==> config.mk <==
export PLATFORM = sky130hd
export DESIGN_NAME = instr_fetch_feeder_flat
export DESIGN_NICKNAME = d
export VERILOG_FILES = /design/src/rtl/rv_fetch_pkg.sv /design/src/rtl/instr_fetch_feeder_if.sv /design/src/rtl/fetch_fifo.sv /design/src/rtl/instr_fetch_feeder.sv /design/src/flat_wrapper.sv
export SDC_FILE = /design/constraint.sdc
export NUM_CORES = 1
export LEC_CHECK = 0
export ABC_AREA = 1
export BUFFER_PORTS_ARGS = -buffer_cell sky130_fd_sc_hd__buf_2
export CORE_MARGIN = 1
export CORE_UTILIZATION = 30
export DETAILED_ROUTE_END_ITERATION = 7
export GPL_ROUTABILITY_DRIVEN = 0
export SETUP_SLACK_MARGIN = 0.02
export SYNTH_ARGS = -nofsm -noshare
export SYNTH_HDL_FRONTEND = slang
export SYNTH_SLANG_ARGS = --single-unit
==> constraint.sdc <==
create_clock -name clk -period 10.45 [get_ports clk]
set_input_delay 1.5675 -clock clk [delete_from_list [all_inputs] [get_ports clk]]
set_output_delay 1.5675 -clock clk [all_outputs]
set_load 0.02 [all_outputs]
==> src/rtl/rv_fetch_pkg.sv <==
// rv_fetch_pkg: supported opcodes, legality check and prefetch queue entry type
package rv_fetch_pkg;
  localparam logic [6:0] OP_LOAD   = 7'b0000011;
  localparam logic [6:0] OP_BRANCH = 7'b1100011;
  localparam logic [6:0] OP_OP     = 7'b0110011;
  localparam logic [6:0] OP_OPIMM  = 7'b0010011;
  localparam logic [6:0] OP_AUIPC  = 7'b0010111;
  localparam logic [6:0] OP_JALR   = 7'b1100111;
  localparam logic [6:0] OP_JAL    = 7'b1101111;
  localparam logic [6:0] OP_STORE  = 7'b0100011;
  localparam logic [6:0] OP_LUI    = 7'b0110111;
  localparam logic [6:0] OP_ZERO   = 7'b0000000;

  typedef struct packed {
    logic [31:0] pc;
    logic [31:0] word;
    logic        illegal;
  } fetch_entry_t;

  function automatic logic opcode_legal(input logic [6:0] op);
    return op inside {OP_LOAD, OP_BRANCH, OP_OP, OP_OPIMM, OP_AUIPC,
                      OP_JALR, OP_JAL, OP_STORE, OP_LUI, OP_ZERO};
  endfunction
endpackage

==> src/rtl/instr_fetch_feeder_if.sv <==
// instr_fetch_feeder_if: instruction memory request/response port
interface instr_fetch_feeder_if;
  logic        mem_req;
  logic [31:0] mem_addr;
  logic        mem_rvalid;
  logic [31:0] mem_rdata;
  modport master (output mem_req, mem_addr, input mem_rvalid, mem_rdata);
  modport slave (input mem_req, mem_addr, output mem_rvalid, mem_rdata);
endinterface

==> src/rtl/fetch_fifo.sv <==
// fetch_fifo: synchronous FIFO with clear and occupancy count
module fetch_fifo #(
  parameter int DEPTH = 4,
  parameter type T = logic
) (
  input  logic                   clk,
  input  logic                   reset,
  input  logic                   clear,
  input  logic                   push,
  input  T                       din,
  input  logic                   pop,
  output T                       dout,
  output logic [$clog2(DEPTH):0] count
);
  localparam int AW = $clog2(DEPTH);
  T mem [DEPTH];
  logic [AW-1:0] wr_ptr, rd_ptr;
  assign dout = mem[rd_ptr];
  always_ff @(posedge clk)
    if (push && !clear) mem[wr_ptr] <= din;
  always_ff @(posedge clk or posedge reset)
    if (reset) begin
      wr_ptr <= '0;
      rd_ptr <= '0;
      count  <= '0;
    end else if (clear) begin
      wr_ptr <= '0;
      rd_ptr <= '0;
      count  <= '0;
    end else begin
      assert (!(push && count == (AW+1)'(DEPTH)));
      if (push) wr_ptr <= wr_ptr + 1'b1;
      if (pop) rd_ptr <= rd_ptr + 1'b1;
      count <= count + (AW+1)'(push) - (AW+1)'(pop);
    end
endmodule

==> src/rtl/instr_fetch_feeder.sv <==
// instr_fetch_feeder: credit-limited prefetch of sequential words into a queue feeding decode
module instr_fetch_feeder
  import rv_fetch_pkg::*;
#(
  parameter int          DEPTH    = 4,
  parameter logic [31:0] RESET_PC = 32'h0000_0000
) (
  input  logic                        clk,
  input  logic                        reset,
  input  logic                        stall,
  input  logic                        flush,
  input  logic [31:0]                 flush_pc,
  instr_fetch_feeder_if.master        mem,
  output logic [31:0]                 instruction,
  output logic [31:0]                 instr_pc,
  output logic                        illegal_opcode,
  output logic                        fetch_empty
);
  localparam int CW = $clog2(DEPTH) + 1;
  logic [CW-1:0] count, outstanding, discard;
  logic [31:0]   fetch_pc, resp_pc;
  logic          push, pop, legal;
  fetch_entry_t  din, head;

  assign mem.mem_req  = !flush && (({1'b0, count} + {1'b0, outstanding}) < (CW+1)'(DEPTH));
  assign mem.mem_addr = fetch_pc;
  assign fetch_empty  = count == '0;
  assign push  = mem.mem_rvalid && discard == '0 && !flush;
  assign pop   = stall && !flush && !fetch_empty;
  assign legal = opcode_legal(mem.mem_rdata[6:0]);
  assign din   = '{pc: resp_pc, word: legal ? mem.mem_rdata : '0, illegal: !legal};

  fetch_fifo #(.DEPTH(DEPTH), .T(fetch_entry_t)) u_fifo (
    .clk(clk), .reset(reset), .clear(flush), .push(push), .din(din),
    .pop(pop), .dout(head), .count(count)
  );

  // resp_pc follows kept responses only; after a flush every older reply is discarded
  always_ff @(posedge clk or posedge reset)
    if (reset) begin
      fetch_pc       <= RESET_PC;
      resp_pc        <= RESET_PC;
      outstanding    <= '0;
      discard        <= '0;
      instruction    <= '0;
      instr_pc       <= RESET_PC;
      illegal_opcode <= 1'b0;
    end else begin
      outstanding <= outstanding + CW'(mem.mem_req) - CW'(mem.mem_rvalid);
      fetch_pc    <= flush ? flush_pc : mem.mem_req ? fetch_pc + 32'd4 : fetch_pc;
      if (flush) begin
        resp_pc        <= flush_pc;
        discard        <= outstanding - CW'(mem.mem_rvalid);
        instruction    <= '0;
        illegal_opcode <= 1'b0;
      end else begin
        if (mem.mem_rvalid && discard != '0) discard <= discard - CW'(1);
        if (push) resp_pc <= resp_pc + 32'd4;
        if (stall) begin
          instruction    <= pop ? head.word : '0;
          illegal_opcode <= pop && head.illegal;
          if (pop) instr_pc <= head.pc;
        end
      end
    end
endmodule

==> src/flat_wrapper.sv <==
// flat-port wrapper written by rule: the top's interface ports become plain ports
module instr_fetch_feeder_flat import rv_fetch_pkg::*;
#(
  parameter int          DEPTH    = 4,
  parameter logic [31:0] RESET_PC = 32'h0000_0000
)
  (clk, reset, stall, flush, flush_pc, instruction, instr_pc, illegal_opcode, fetch_empty, mem_mem_req, mem_mem_addr, mem_mem_rvalid, mem_mem_rdata);
  instr_fetch_feeder_if mem_i ();
  input  logic clk;
  input  logic reset;
  input  logic stall;
  input  logic flush;
  input  logic [31:0] flush_pc;
  output logic [31:0] instruction;
  output logic [31:0] instr_pc;
  output logic illegal_opcode;
  output logic fetch_empty;
  output wire logic [$bits(mem_i.mem_req)-1:0] mem_mem_req;
  output wire logic [$bits(mem_i.mem_addr)-1:0] mem_mem_addr;
  input wire logic [$bits(mem_i.mem_rvalid)-1:0] mem_mem_rvalid;
  input wire logic [$bits(mem_i.mem_rdata)-1:0] mem_mem_rdata;
  assign mem_mem_req = mem_i.mem_req;
  assign mem_mem_addr = mem_i.mem_addr;
  assign mem_i.mem_rvalid = mem_mem_rvalid;
  assign mem_i.mem_rdata = mem_mem_rdata;
  instr_fetch_feeder #(.DEPTH(DEPTH), .RESET_PC(RESET_PC)) u_core (.clk(clk), .reset(reset), .stall(stall), .flush(flush), .flush_pc(flush_pc), .mem(mem_i), .instruction(instruction), .instr_pc(instr_pc), .illegal_opcode(illegal_opcode), .fetch_empty(fetch_empty));
endmodule
=== Word-level counts from Yosys, hierarchy flattened ===
Memory sizes are Yosys's and may differ from the RTL's.
Cells that the tools add are included.

* Memory bits (writable): 260
* Logic and storage cells: 74
* Memories: 1
* Output and inout port bits: 99
* Flip-flop bits (word level): 142
* Bits of input ports: 69

* Multiplexer cells: 19
* Bitwise operators: 1
* Reduce and logical (&&, ||, !) cells: 22
* Equality and inequality tests: 9
* Add/sub/neg operators: 11
* Order comparisons: 1

{| class="wikitable"
|+ Memories
! memory !! depth !! width !! read ports !! clocked after memory_dff !! wr ports !! line !! source
|-
| u_core.u_fifo.mem || 4 || 65 || 1 || 0 || 1 || fetch_fifo.sv:16 || <nowiki>T mem [DEPTH];</nowiki>
|}

{| class="wikitable"
|+ Operator list
! cell !! count
|-
| $mux 32 || 8
|-
| $add 32x3->32 const B || 2
|-
| $eq 7x6->1 const B || 3
|-
| $eq 7x7->1 const B || 3
|-
| $eq 7x5->1 const B || 2
|-
| $reduce_bool 10->1 || 1
|-
| $reduce_bool 2->1 || 5
|-
| $mux 3 || 3
|-
| $sub 3x1->3 || 3
|-
| $logic_and 1x1->1 || 8
|-
| $mux 2 || 4
|-
| $eq 7x2->1 const B || 1
|-
| $logic_not 7->1 || 1
|-
| $add 3x1->3 || 2
|-
| $logic_not 3->1 || 2
|-
| $add 2x1->2 const B || 2
|-
| $add 3x3->4 || 1
|-
| $lt 4x3->1 const B || 1
|-
| $mux 1 || 4
|-
| $logic_not 1->1 || 3
|-
| $reduce_and 3->1 || 1
|-
| $reduce_bool 3->1 || 1
|-
| $sub 3x1->3 const B || 1
|-
| $not 1->1 || 1
|}

=== Depth between registers and ports, before layout ===
* Depth in word-level cells: 6
* Gate-level depth with buffers: 12
* Gate-level depth less buffers: 11

=== By module ===
From an unflattened synthesis, not the netlist that was laid out.

* Cells, all modules: 1936
* Area, all modules: 18870.6 um2

{| class="wikitable"
|+ Modules (own cells, without submodules)
! module !! area each (um2) !! times used !! cells an instance
|-
| fetch_fifo || 11070.6 || 1 || 810
|-
| instr_fetch_feeder || 7800.0 || 1 || 1126
|}

=== Worst setup path before layout ===
Ideal clock, no wire load.

* Path kind: input port to flip-flop
* Start: input flush
* End: memory u_core.u_fifo.mem[0][0] (netlist bit), enable pin
* Cell stages on the path: 4
* Arrival: 4.754 ns
* Buffers on the path: 1
* Slack: 5.207 ns
* Data required time: 9.961 ns
* Cell sequence: inv_2 > nand4_1 > clkbuf_1 > nor2_1

* Word-level cells in the longest chain between the ends: 5

{| class="wikitable"
|+ RTL lines
! what !! line !! source
|-
| from (decl) || flat_wrapper.sv:12 || <nowiki>input logic flush;</nowiki>
|-
| $logic_not 1->1 (*) || fetch_fifo.sv:20, instr_fetch_feeder.sv:28 ||
|-
| $logic_and 1x1->1 || instr_fetch_feeder.sv:28 || <nowiki>assign push = mem.mem_rvalid && discard == '0 && !flush;</nowiki>
|-
| $logic_and 1x1->1 (*) || fetch_fifo.sv:20 || <nowiki>if (push && !clear) mem[wr_ptr] <= din;</nowiki>
|-
| $mux 1 (*) || fetch_fifo.sv:20 ||
|-
| $mux 1 (not written as such) (*) || fetch_fifo.sv:20 ||
|-
| to (decl) || fetch_fifo.sv:16 ||
|}

Mark *: on every way between the ends. The rest lies on a longest branch, timed or not.

=== Worst setup path after layout ===
* Start: input flush
* End: output mem_mem_req

* Word-level cells in the longest chain between the ends: 2

{| class="wikitable"
|+ RTL lines
! what !! line !! source
|-
| $logic_not 1->1 || instr_fetch_feeder.sv:25 || <nowiki>assign mem.mem_req = !flush && (({1'b0, count} + {1'b0, outstanding}) < (CW+1)'(DEPTH));</nowiki>
|-
| $logic_and 1x1->1 || instr_fetch_feeder.sv:25 ||
|-
| to (decl) || flat_wrapper.sv:18 || <nowiki>output wire logic [$bits(mem_i.mem_req)-1:0] mem_mem_req;</nowiki>
|}

No other way between the ends.

==> results.sh <==
export IMPL_fin_area_um2=20550
export IMPL_cp_top_family="buffers and inverters"
export IMPL_syn_nets=1877
export IMPL_synth_top_area_cell="edfxtp_1"
export IMPL_power_per_cell_area_nw_per_um2=234.2
export IMPL_post_synth_cell_area_avg_um2=9.872
export IMPL_worstSetupPathType="input pin to output port"
export IMPL_first_global_vias=12440
export IMPL_r2r_slack_ns=7.56
export IMPL_drt_wl_total_um=45060
export IMPL_slew_viol_final=0
export IMPL_dieHeight_um=244.7
export IMPL_cp_end_kind="output port"
export IMPL_skew_ns=0.01231
export IMPL_layout_nets=2025
export IMPL_placed_cell_area_um2=19290
export IMPL_setup_viol=0
export IMPL_path_buf_inv=3
export IMPL_initial_core_util_pct=30.51
export IMPL_drive_gt1_share_pct=13.87
export IMPL_cts_root_buf="clkbuf_16"
export IMPL_synth_top_area_share_pct=44.18
export IMPL_synth_cells=1790
export IMPL_tightestPinTransition_ns=1.035
export IMPL_worstPathArrival_ns=2.33
export IMPL_first_pass_iters=5
export IMPL_cts_clk_slew_worst_paths_ns=0.06
export IMPL_timing_hold_violations_final=0
export IMPL_startpoint_type="input pin"
export IMPL_synth_edff_count=260
export IMPL_die_w_um=244.7
export IMPL_wl_per_cell_um=16.48
export IMPL_cts_tree="built"
export IMPL_syn_cell_area_um2=17670
export IMPL_cts_max_level=2
export IMPL_grt_setup_unrepaired="false"
export IMPL_crit_chain="buf_2, buf_4, nor2_2, buf_2"
export IMPL_vias_per_cell=4.729
export IMPL_yosysSeqAreaShare_pct=64.29
export IMPL_yosys_cell_types_count=34
export IMPL_io_buffers=167
export IMPL_vias=12930
export IMPL_tns_ns=0
export IMPL_maxCapViolations=0
export IMPL_ys_seq_elements=402
export IMPL_min_path_type="flop to flop"
export IMPL_postCtsSetupBuffers=0
export IMPL_crit_slowest_cell="buf_4"
export IMPL_cp_required_ns=8.88
export IMPL_io_pins=168
export IMPL_grtUsageTotal_pct=15.00
export IMPL_path_max_fanout=40
export IMPL_fin_crit_sh_pct=37.27
export IMPL_grt_remaining_overflow=0
export IMPL_synth_common_cells="nand2_1 (409), nor2_1 (287), edfxtp_1 (260)"
export IMPL_dieArea_um2=59880
export IMPL_drt_iter0_markers=811
export IMPL_fmax_ghz=0.2568
export IMPL_num_rows=88
export IMPL_hold_buffers=0
export IMPL_antenna_found_initial=1
export IMPL_status="finished, final reports clean"
export IMPL_cpMostUsedCell="buf_2"
export IMPL_grt_max_degree=92
export IMPL_slowest_delay_ns=0.40
export IMPL_yosysMostFrequentCell="nand2_1"
export IMPL_leakage_nw=8.526
export IMPL_cts_buffers_inserted=40
export IMPL_syn_to_final_growth_pct=16.31
export IMPL_cts_sinks=402
export IMPL_postCtsResizedCells=0
export IMPL_grt_pass1_wl_um=70240
export IMPL_clkLatencyLatePin_ns=0.56
export IMPL_yosys_top_cells_area="edfxtp_1 (44%), dfrtp_1 (20%), nand2_1 (8.7%)"
export IMPL_hpwlAfterDp_um=28440
export IMPL_clock_path_buffers=3
export IMPL_core_um2=57920
export IMPL_synth_warning_count=0
export IMPL_slew_headroom_pct=31.02
export IMPL_drc=0
export IMPL_ys_flop_type="edfxtp_1"
export IMPL_period_needed_ns=3.894
export IMPL_vdd_drop_max_v=0.0001610
export IMPL_antenna_left=0
export IMPL_async_flop_share_pct=35.32
==> final cells by class <==
| type | instances | area, um2 |
|---|---|---|
| clock inverter | 15 | 131.4 |
| antenna | 1 | 2.502 |
| timing repair buffer | 183 | 955.9 |
| sequential | 402 | 11360 |
| clock buffer | 57 | 1126 |
| tap | 765 | 957.2 |
| fill | 5851 | 37360 |
| inverter | 150 | 568.0 |
| multi-input combinational | 1161 | 5446 |
==> through the flow <==
stage | cells | setup slack [ns] | hold WS, ns | utilization (%) | power [W]
floorplan | 1790 | 5.073 | 0.4763 | - | 0.002999
global placement | 2661 | 6.170 | 0.4536 | 33.31 | 0.003434
detailed placement | 2661 | 6.128 | 0.4659 | 33.31 | 0.003468
CTS | 2733 | 6.551 | 0.4809 | 35.48 | 0.004862
global route | 2733 | 6.503 | 0.5015 | 35.48 | 0.005096
finish | 2734 | 6.556 | 0.4741 | 35.49 | 0.004813
==> worst paths after layout <==
| path | startpoint | to | cells past startpoint |
|---|---|---|---|
| min in group asynchronous | reset | u_core.mem.mem_addr[9] | 2 |
| setup reg to reg | u_core.outstanding[2] | u_core.outstanding[2] | 12 |
| max in group asynchronous | reset | u_core.u_fifo.rd_ptr[0] | 3 |
| hold / removal | u_core.mem.mem_addr[0] | u_core.mem.mem_addr[0] | 2 |
| hold reg to reg | u_core.mem.mem_addr[0] | u_core.mem.mem_addr[0] | 2 |
| setup / recovery | flush | mem_mem_req | 4 |
==> worst register-to-register path, cell delays in order (launching register included) <==
cell,delay [ns]
dfrtp_1,0.42
ha_1,0.30
nor3_1,0.18
nand2_1,0.18
nor2_2,0.15
buf_4,0.31
inv_1,0.21
ha_1,0.31
inv_1,0.05
ha_1,0.12
inv_1,0.04
fa_1,0.37
xnor2_1,0.14
==> per-layer routing <==
metal | vias up | share of wire (%) | track usage, %
met4 | 0 | 2.0 | 4.210
met3 | 56 | 7.0 | 2.679
li1 | 6283 | - | -
met2 | 440 | 44 | 23.02
met5 | - | 0 | 0
met1 | 6149 | 47 | 21.60
==> power breakdown <==
group | switching, W | total, W | internal, W
Combinational | 0.000842 | 0.00123 | 0.000390
Clock | 0.000603 | 0.00138 | 0.000782
Sequential | 0.000270 | 0.00220 | 0.00193
Total | 0.00172 | 0.00481 | 0.00310
==> cells in the final DEF, fill, tap and decap left out, types with 2 or more instances in the layout <==
cell type   count
buf_4          16
inv_16          2
nand3b_1       13
clkinv_1        5
o21bai_1        7
nor3_1          3
nand2_1       409
clkinvlp_4      3
fa_1            2
edfxtp_1      260
nand4_1        11
nor2_4          8
inv_1         140
nor2_1        283
ha_1           16
o21ai_0       126
clkbuf_16      41
nand2_2         2
a21oi_1        39
inv_2           9
xnor2_1        11
o21ai_1         5
and2_1          2
o211ai_1       15
buf_2         167
clkbuf_1       12
clkbuf_8        4
xor2_1         14
nor2_2          9
clkinv_2        4
nand3_1       146
a31oi_1        34
dfrtp_1       141
==> flip-flops by register name, summed over array words and instances (netlist names) <==
| name | cells |
|---|---|
| u_core.mem.mem_addr | 32 |
| u_core.resp_pc | 32 |
| u_core.u_fifo.wr_ptr | 2 |
| u_core.u_fifo.count | 3 |
| u_core.outstanding | 3 |
| u_core.instr_pc | 32 |
| u_core.instruction | 32 |
| u_core.u_fifo.rd_ptr | 2 |
| u_core.illegal_opcode | 1 |
| u_core.u_fifo.mem | 260 |
| u_core.discard | 3 |
==> cells by family after synthesis <==
logic type	after synthesis	synth area share [%]
compound gates	227	7.003
fa+ha+maj	18	1.359
flops	402	64.29
simple gates	891	21.02
buf+inv	227	5.091
xor+xnor	25	1.239
No activity file was read; power rests on OpenSTA's default activity.
